[src/rtl/truco_pkg.sv]
// Shared encodings for the Truco round tracker: hand result codes, FSM states,
// the stake ladder and team encoding.
package truco_pkg;

    localparam logic [1:0] RES_NONE = 2'b00;
    localparam logic [1:0] RES_A    = 2'b01;
    localparam logic [1:0] RES_B    = 2'b10;
    localparam logic [1:0] RES_TIE  = 2'b11;

    localparam logic TEAM_A = 1'b0;
    localparam logic TEAM_B = 1'b1;

    localparam logic [3:0] STAKE_1  = 4'd1;
    localparam logic [3:0] STAKE_3  = 4'd3;
    localparam logic [3:0] STAKE_6  = 4'd6;
    localparam logic [3:0] STAKE_9  = 4'd9;
    localparam logic [3:0] STAKE_12 = 4'd12;

    typedef enum logic [1:0] {
        ST_PLAY      = 2'd0,
        ST_ROUND_END = 2'd1,
        ST_GAME_OVER = 2'd2
    } state_t;

    // One step up the truco ladder; the top rung is sticky.
    function automatic logic [3:0] next_stake(input logic [3:0] v);
        logic [3:0] r;
        case (v)
            STAKE_1: r = STAKE_3;
            STAKE_3: r = STAKE_6;
            STAKE_6: r = STAKE_9;
            default: r = STAKE_12;
        endcase
        return r;
    endfunction

    function automatic logic res_team(input logic [1:0] r);
        return (r == RES_B) ? TEAM_B : TEAM_A;
    endfunction

endpackage

[src/rtl/truco_round_resolver.sv]
// Combinational best-of-3 tie rules: given the hands played so far and the
// index of the hand being played now, says whether the round is decided and by whom.
module truco_round_resolver
    import truco_pkg::*;
(
    input  logic [1:0] h0,
    input  logic [1:0] h1,
    input  logic [1:0] h2,
    input  logic [1:0] hand_idx,
    input  logic       mao_team,
    output logic       decided,
    output logic       winner
);

    always_comb begin
        decided = 1'b0;
        winner  = TEAM_A;
        case (hand_idx)
            2'd1: begin
                if (h0 == RES_TIE && h1 != RES_TIE) begin
                    decided = 1'b1;
                    winner  = res_team(h1);
                end else if (h0 != RES_TIE && (h1 == h0 || h1 == RES_TIE)) begin
                    decided = 1'b1;
                    winner  = res_team(h0);
                end
            end
            2'd2: begin
                // The third hand always closes the round; ties fall back to hand 0, then mao.
                decided = 1'b1;
                if (h2 != RES_TIE)      winner = res_team(h2);
                else if (h0 != RES_TIE) winner = res_team(h0);
                else                    winner = mao_team;
            end
            default: ;
        endcase
    end

endmodule

[src/rtl/truco_round_tracker.sv]
// Truco round/score tracker: resolves best-of-3 rounds, tracks the stake ladder,
// accumulates saturating team scores. Optional macro MAO_DE_ONZE_EN enables the mao-de-onze rule.
module truco_round_tracker
    import truco_pkg::*;
#(
    parameter int WIN_SCORE = 12,
    parameter int SCORE_W   = 5
) (
    input  logic               clk,
    input  logic               clr,
    input  logic               new_game,
    input  logic               hand_valid,
    input  logic [1:0]         hand_result,
    input  logic               mao_team,
    input  logic               truco_req,
    input  logic               fold_valid,
    input  logic               fold_team,
    output logic [1:0]         hand_idx,
    output logic [3:0]         round_value,
    output logic               round_done,
    output logic               round_winner,
    output logic [SCORE_W-1:0] score_a,
    output logic [SCORE_W-1:0] score_b,
    output logic               game_over,
    output logic               game_winner
);

    localparam logic [SCORE_W-1:0] WIN    = SCORE_W'(WIN_SCORE);
    localparam logic [SCORE_W-1:0] WIN_M1 = SCORE_W'(WIN_SCORE - 1);

    function automatic logic [SCORE_W-1:0] sat_add(input logic [SCORE_W-1:0] s,
                                                   input logic [3:0]         v);
        logic [SCORE_W:0] sum;
        sum = {1'b0, s} + (SCORE_W+1)'(v);
        if (sum >= (SCORE_W+1)'(WIN_SCORE)) return WIN;
        return sum[SCORE_W-1:0];
    endfunction

    state_t             state_q, state_d;
    logic [1:0]         hand_idx_q, hand_idx_d;
    logic [3:0]         round_value_q, round_value_d;
    logic [1:0]         h0_q, h0_d;
    logic [1:0]         h1_q, h1_d;
    logic               round_done_q, round_done_d;
    logic               round_winner_q, round_winner_d;
    logic [SCORE_W-1:0] score_a_q, score_a_d;
    logic [SCORE_W-1:0] score_b_q, score_b_d;
    logic               game_over_q, game_over_d;
    logic               game_winner_q, game_winner_d;

    logic       mao_onze;
    logic [3:0] stake_raised;
    logic       hand_legal;
    logic       res_decided;
    logic       res_winner;
    logic       resolve;
    logic       resolve_team;

    truco_round_resolver u_resolver (
        .h0       (h0_q),
        .h1       ((hand_idx_q == 2'd1) ? hand_result : h1_q),
        .h2       (hand_result),
        .hand_idx (hand_idx_q),
        .mao_team (mao_team),
        .decided  (res_decided),
        .winner   (res_winner)
    );

`ifdef MAO_DE_ONZE_EN
    // Exactly one team one point from winning: stake fixed at 3, no raises.
    assign mao_onze = (score_a_q == WIN_M1) != (score_b_q == WIN_M1);
`else
    assign mao_onze = 1'b0;
`endif

    assign stake_raised = (truco_req && !mao_onze) ? next_stake(round_value_q) : round_value_q;
    assign hand_legal   = hand_valid && (hand_result != RES_NONE);

    always_comb begin
        state_d        = state_q;
        hand_idx_d     = hand_idx_q;
        round_value_d  = round_value_q;
        h0_d           = h0_q;
        h1_d           = h1_q;
        round_done_d   = 1'b0;
        round_winner_d = round_winner_q;
        score_a_d      = score_a_q;
        score_b_d      = score_b_q;
        game_over_d    = game_over_q;
        game_winner_d  = game_winner_q;
        resolve        = 1'b0;
        resolve_team   = TEAM_A;

        if (new_game) begin
            state_d       = ST_PLAY;
            hand_idx_d    = 2'd0;
            round_value_d = STAKE_1;
            h0_d          = RES_NONE;
            h1_d          = RES_NONE;
            score_a_d     = '0;
            score_b_d     = '0;
            game_over_d   = 1'b0;
            game_winner_d = 1'b0;
        end else begin
            case (state_q)
                ST_PLAY: begin
                    round_value_d = stake_raised;
                    if (fold_valid) begin
                        resolve      = 1'b1;
                        resolve_team = ~fold_team;
                    end else if (hand_legal) begin
                        if (hand_idx_q == 2'd0) begin
                            h0_d       = hand_result;
                            hand_idx_d = 2'd1;
                        end else if (res_decided) begin
                            resolve      = 1'b1;
                            resolve_team = res_winner;
                        end else begin
                            h1_d       = hand_result;
                            hand_idx_d = 2'd2;
                        end
                    end
                end
                ST_ROUND_END: begin
                    if (score_a_q == WIN || score_b_q == WIN) begin
                        state_d       = ST_GAME_OVER;
                        game_over_d   = 1'b1;
                        game_winner_d = (score_b_q == WIN) ? TEAM_B : TEAM_A;
                    end else begin
                        state_d       = ST_PLAY;
                        hand_idx_d    = 2'd0;
                        round_value_d = mao_onze ? STAKE_3 : STAKE_1;
                        h0_d          = RES_NONE;
                        h1_d          = RES_NONE;
                    end
                end
                default: ;
            endcase
        end

        if (resolve) begin
            state_d        = ST_ROUND_END;
            round_done_d   = 1'b1;
            round_winner_d = resolve_team;
            if (resolve_team == TEAM_B) score_b_d = sat_add(score_b_q, stake_raised);
            else                        score_a_d = sat_add(score_a_q, stake_raised);
        end
    end

    always_ff @(posedge clk or posedge clr) begin
        if (clr) begin
            state_q        <= ST_PLAY;
            hand_idx_q     <= 2'd0;
            round_value_q  <= STAKE_1;
            h0_q           <= RES_NONE;
            h1_q           <= RES_NONE;
            round_done_q   <= 1'b0;
            round_winner_q <= 1'b0;
            score_a_q      <= '0;
            score_b_q      <= '0;
            game_over_q    <= 1'b0;
            game_winner_q  <= 1'b0;
        end else begin
            state_q        <= state_d;
            hand_idx_q     <= hand_idx_d;
            round_value_q  <= round_value_d;
            h0_q           <= h0_d;
            h1_q           <= h1_d;
            round_done_q   <= round_done_d;
            round_winner_q <= round_winner_d;
            score_a_q      <= score_a_d;
            score_b_q      <= score_b_d;
            game_over_q    <= game_over_d;
            game_winner_q  <= game_winner_d;
        end
    end

    assign hand_idx     = hand_idx_q;
    assign round_value  = round_value_q;
    assign round_done   = round_done_q;
    assign round_winner = round_winner_q;
    assign score_a      = score_a_q;
    assign score_b      = score_b_q;
    assign game_over    = game_over_q;
    assign game_winner  = game_winner_q;

endmodule

[config.mk]
export PLATFORM = sky130hd
export DESIGN_NAME = truco_round_tracker
export DESIGN_NICKNAME = d
export VERILOG_FILES = /design/src/rtl/truco_pkg.sv /design/src/rtl/truco_round_resolver.sv /design/src/rtl/truco_round_tracker.sv
export SDC_FILE = /design/constraint.sdc
export NUM_CORES = 1
export LEC_CHECK = 0
export CORE_MARGIN = 2
export CORE_UTILIZATION = 40
export CTS_CLUSTER_SIZE = 12
export DETAILED_ROUTE_END_ITERATION = 8
export DONT_BUFFER_PORTS = 1
export GPL_ROUTABILITY_DRIVEN = 1
export RECOVER_POWER = 50
export SYNTH_ARGS = -nofsm -noshare
export SYNTH_HDL_FRONTEND = slang
export SYNTH_SLANG_ARGS = --single-unit
[constraint.sdc]
create_clock -name clk -period 4.4 [get_ports clk]
set_input_delay 0.22 -clock clk [delete_from_list [all_inputs] [get_ports clk]]
set_output_delay 0.22 -clock clk [all_outputs]
set_load 0.01 [all_outputs]
---- Yosys cells after proc, flatten, opt, wreduce, memory -nomap -nowiden ----
Index checks and enable logic that the tools add are counted.
storage, ports and cells
  flip-flop bits (word level) ............. 26
  input bits .............................. 10
  output and inout bits ................... 20
cells by class
  add/sub/neg operators ................... 2
  $lt $le $gt $ge ......................... 2
  eq/ne operators ......................... 24
  mux-type cells .......................... 75
  bitwise gates (word level) .............. 1
  reductions and logical operators ........ 17
operator list
  cell                                                                                  count
  5-bit 2-to-1 mux                                                                      10
  2-bit 2-to-1 mux                                                                      20
  1-bit 2-to-1 mux                                                                      35
  3-bit != test (second input constant)                                                 6
  5-bit by 4-bit adder with 6-bit output                                                2
  2-bit equality test (second input constant)                                           6
  6-bit by 4-bit greater-or-equal comparator with 1-bit output (second input constant)  2
  4-bit 2-to-1 mux                                                                      3
  2-bit one-hot mux with 2 select lines                                                 3
  4-bit one-hot mux with 3 select lines                                                 1
  5-bit by 4-bit equality test with 1-bit output (second input constant)                2
  5-bit AND reduction                                                                   2
  4-bit one-hot mux with 2 select lines                                                 1
  2-bit != test (second input constant)                                                 3
  6-bit AND reduction                                                                   1
  2-bit nonzero test                                                                    3
  3-bit nonzero test                                                                    2
  2-bit by 1-bit equality test with 1-bit output (second input constant)                2
  4-bit by 1-bit equality test with 1-bit output (second input constant)                1
  4-bit by 2-bit equality test with 1-bit output (second input constant)                1
  4-bit by 3-bit equality test with 1-bit output (second input constant)                1
  2-bit logical NOT                                                                     2
  4-bit != test (second input constant)                                                 1
  1-bit one-hot mux with 2 select lines                                                 2
  other kinds (5)                                                                       9

---- Logic depth before layout (Yosys ltp) ----
  depth in word-level cells ............... 19
  gate-level depth with buffers ........... 12
  depth with buffers taken out ............ 12

---- Cells and area by module ----
Synthesis repeated with hierarchy kept, for this count alone.
unflattened totals
  cell total of the unflattened synthesis .. 195
  area, all modules ....................... 1764.2 µm²
modules (own cells, without submodules)
  module                instances  cells an instance  area an instance (µm²)  sequential area each (µm²)
  truco_round_tracker   1          177                1657.8                  651.9
  truco_round_resolver  1          18                 106.4                   0.0

---- Worst setup path before layout ----
Ideal clock, no wire load.
  path type ............................... flip-flop to flip-flop
  from .................................... register round_value_q[0] (netlist: round_value[0])
  to ...................................... register score_a_q[3] (netlist: score_a[3])
  arrival ................................. 2.337 ns
  required time ........................... 4.321 ns
  path slack .............................. 1.983 ns
  cell stages (with the launch flop) ...... 13
  path buffers ............................ 0
  clock period less this slack ............ 2.417 ns
  path through ............................ dfstp_2 -> nand4b_1 -> o21ai_0 -> nand2_1 -> o21ai_0 -> ha_1 -> fa_1 -> and4_1 -> o21bai_1 -> o311ai_0 -> a21oi_1 -> nor2_1 -> mux2i_1
on the way
  longest elaborated chain between the ends .. 11
ends and longest elaborated chain
  element                                                                 RTL line                    RTL
  start, declared                                                         truco_round_tracker.sv:41   logic [3:0] round_value_q, round_value_d;
  start signal, assigned                                                  truco_round_tracker.sv:166  round_value_q <= round_value_d;
  4-bit by 3-bit equality test with 1-bit output (tied with other cells)  truco_pkg.sv:28             case (v)
  4-bit one-hot mux with 3 select lines                                   truco_pkg.sv:28
  4-bit 2-to-1 mux (*)                                                    truco_round_tracker.sv:76   assign stake_raised = (truco_req && !mao_onze) ? next_stake(round_value_q) : round_value_q;
  5-bit by 4-bit adder with 6-bit output (*)                              truco_round_tracker.sv:34   sum = {1'b0, s} + (SCORE_W+1)'(v);
  6-bit by 4-bit greater-or-equal comparator with 1-bit output            truco_round_tracker.sv:35   if (sum >= (SCORE_W+1)'(WIN_SCORE)) return WIN;
  1-bit 2-to-1 mux                                                        truco_round_tracker.sv:35
  1-bit 2-to-1 mux                                                        truco_round_tracker.sv:145  if (resolve_team == TEAM_B) score_b_d = sat_add(score_b_q, stake_raised);
  1-bit 2-to-1 mux                                                        truco_round_tracker.sv:141  if (resolve) begin
  5-bit 2-to-1 mux (*)                                                    truco_round_tracker.sv:36   return sum[SCORE_W-1:0];
  5-bit 2-to-1 mux (*)                                                    truco_round_tracker.sv:145
  5-bit 2-to-1 mux (*)                                                    truco_round_tracker.sv:141
  via score_a_d[3]                                                        truco_round_tracker.sv:46   logic [SCORE_W-1:0] score_a_q, score_a_d;
  end signal, assigned                                                    truco_round_tracker.sv:171  score_a_q <= score_a_d;
  end, declared                                                           truco_round_tracker.sv:46
The timed path passes the listed nets; every way through them passes the cells marked *. The select of a mux whose other input is x is not followed.
A chain may end at the register's enable or synchronous reset.

---- Worst setup path after layout ----
Ends and elaborated chain as after synthesis.

==> results.cfg <==
[clocking]
numClockSinks = 26
cts_setup_buffers = 0
cts-resized-gates = 0
root_buffer = sky130_fd_sc_hd__clkbuf_8
clk-insertion-delay-late_ns = 0.27
max-clock-path-buffers = 2
clk_pin_slew_worst_paths_ns = 0.10
numCtsBuffers = 3
h-tree-depth = 1
cts_tree = yes

[grt]
globalRoute.totalOverflow = 0
antenna_found_initial = 0
global_route.usage.total = 0.170
via_count_of_the_first_global_routing_pass = 1441
grt_start_max_net_pins = 27
first_pass_grt_wire_length_um = 6820

[route]
drt_wl_total_um = 3950
drt_pass1_iterations = 4
detail_route.vias_per_cell = 5.59
drcViolationCount = 0
final_antenna_net_count = 0
overall_via_count_from_detail_route = 1393
initialDrtViolationCount = 68
wl_per_cell_um = 15.8

[synth]
syn-instance-count = 196
synth.top_cells.by_area = sky130_fd_sc_hd__dfrtp_1 35%, sky130_fd_sc_hd__ha_1 7.7%, sky130_fd_sc_hd__mux2i_1 4.5%, sky130_fd_sc_hd__nand2_1 4.4%, sky130_fd_sc_hd__nor2_1 3.8%
yosys_warnings = 0
ys_types = 54
synth-edff-count = 0
yosysTopAreaCellShare = 0.351
yosys_register_bits = 26
sequential_fraction_of_the_synthesis_area = 0.365
synth_area_per_cell_um2 = 9.10
synth.net_count = 219
yosysTopAreaCell = sky130_fd_sc_hd__dfrtp_1
ys_dominant_reg_cell = sky130_fd_sc_hd__dfrtp_1
synthArstFlopShare = 1.00
syn-cell-area_um2 = 1780

[sta]
timing.final.crit_period_ns = 2.77
final_min_period_over_clock_period = 0.630
rsz0062_at_grt = false
fmaxAchievable_mhz = 361
timing.final.max_slew_violations = 0
final.setup.tns_ns = 0
report.final.setup_viol = 0
worst-slew-pin-transition_ns = 1.04
slew_headroom = 0.306
finalHoldViolations = 0
finalClockSkew_ns = 0.00807

[setup_path]
crit_path_end_kind = flip-flop
critPathMaxFanout = 5
required_ns = 4.60
critical_path_buf_inv_count = 0
timing.critical_path.cells = nand4b_1, o21ai_0, nand2_1, o21ai_0, ha_1, fa_1, and4_1, o21bai_1, o311ai_0, a21oi_1, nor2_1, mux2i_1
critPathMaxStageDelay_ns = 0.60
critical_path_arrival_ns = 2.97
worst_path_dominant_cell_family = compound AO/OA/AOI/OAI gates
timing.critical_path.mode_cell = sky130_fd_sc_hd__o21ai_0
crit_path_top_delay_cell = sky130_fd_sc_hd__dfstp_2
timing.setup.critical_path_class = reg2reg
worstSetupStartpointType = flip-flop
ff2ff_setup_slack_ns = 1.63

[die]
floorplan.die.width_um = 70.8
overall_die_area_um2 = 5010
die_height_um = 70.8
io_pins = 30
core-area_um2 = 4320
placementRows = 24
start_util = 0.413

[job]
max-cap-violations = 0

[final_layout]
finish.cell_count_without_fillers = 249
drive_gt1_frac = 0.0914
antenna_cells = 0
nets = 221
synthToLayoutAreaGrowth_pct = 5.61
layout.cells.most_common_list = 25 x sky130_fd_sc_hd__dfrtp_1, 21 x sky130_fd_sc_hd__nand2_1, 18 x sky130_fd_sc_hd__nor2_1
final_common_cell = sky130_fd_sc_hd__dfrtp_1

[placement]
hpwlAfterDp_um = 2950
numPortBuffers = 0
placedCellCount = 244
place.gp.congestion = 0.767

[hold_path]
timing.hold.worst.class = in2reg

[pwr]
power.total_uw = 636
vdd_ir_drop_max_mv = 0.142
p_per_area_nw_per_um2 = 337
power.leakage_uw = 0.000919

[run_status]
status = completed
cell type report:
class                           count  area [um2]
Sequential cell                    26         652
Tap cell                           52        65.1
Clock buffer                        4        55.1
Multi-Input combinational cell    152        1050
Fill cell                         432        2440
Timing Repair Buffer                1        10.0
Inverter                           14        52.6
layer usage:
metal / global-route usage / vias to the layer above / part of all wire
met5: 0 / - / 0
met4: 0.0377 / 0 / 0.0076
met3: 0.0427 / 4 / 0.048
met2: 0.281 / 21 / 0.47
met1: 0.226 / 664 / 0.47
li1: - / 704 / -
cells in the mapped netlist (4+ instances only):
cell type,number
sky130_fd_sc_hd__nor3_1,7
sky130_fd_sc_hd__dfrtp_1,25
sky130_fd_sc_hd__inv_1,14
sky130_fd_sc_hd__nand2_1,21
sky130_fd_sc_hd__ha_1,11
sky130_fd_sc_hd__nor2_1,18
sky130_fd_sc_hd__o21a_1,4
sky130_fd_sc_hd__o21ai_0,11
sky130_fd_sc_hd__a21oi_1,10
sky130_fd_sc_hd__mux2i_1,8
sky130_fd_sc_hd__a21o_1,5
sky130_fd_sc_hd__nand3_1,7
sequential cells by signal, summed over array words and instances (netlist names):
signal        flops
game_over         1
hand_idx          2
h1_q              2
round_winner      1
score_b           5
round_done        1
h0_q              2
state_q           2
score_a           5
round_value       4
game_winner       1
metrics by stage:
| step | utilization | hold WS [ns] | instance area [um2] | setup WS [ns] |
|---|---|---|---|---|
| 2_1_floorplan | - | 0.259 | 1780 | 1.98 |
| 3_3_place_gp | 0.421 | 0.291 | 1820 | 1.74 |
| 3_5_place_dp | 0.421 | 0.288 | 1820 | 1.63 |
| 4_1_cts | 0.436 | 0.0490 | 1880 | 1.63 |
| 5_1_grt | 0.436 | 0.0537 | 1880 | 1.45 |
| 6_report | 0.436 | 0.0598 | 1880 | 1.63 |
final timing paths:
kind,cells past startpoint,endpoint,startpoint
setup / recovery,12,score_a[3],round_value[0]
hold / removal,1,state_q[1],new_game
setup reg to reg,12,score_a[3],round_value[0]
hold reg to reg,1,h1_q[1],h1_q[1]
max in group asynchronous,1,score_a[4],clr
min in group asynchronous,1,hand_idx[1],clr
report_power, final:
| group | internal, uW | switching [uW] | total (uW) | leakage (uW) |
|---|---|---|---|---|
| registers | 258 | 31.5 | 290 | 0.000347 |
| logic | 80.1 | 107 | 187 | 0.000543 |
| clock network | 80.1 | 78.5 | 159 | 0.0000288 |
cell families after synthesis:
family,count (synthesis),synth area share
XOR/XNOR,4,0.0196
AND/OR/NAND/NOR,74,0.208
buffers and inverters,18,0.0463
flip-flops,26,0.365
adder cells (fa/ha/maj),13,0.0996
AO/OA/AOI/OAI,51,0.201
multiplexers,10,0.0596
repair_timing:
action                                  CTS  global route
hold buffers                              1             0
endpoints found under the setup margin    0             0
hold endpoints to repair                  2             0
(Power assumes the default switching activity.)
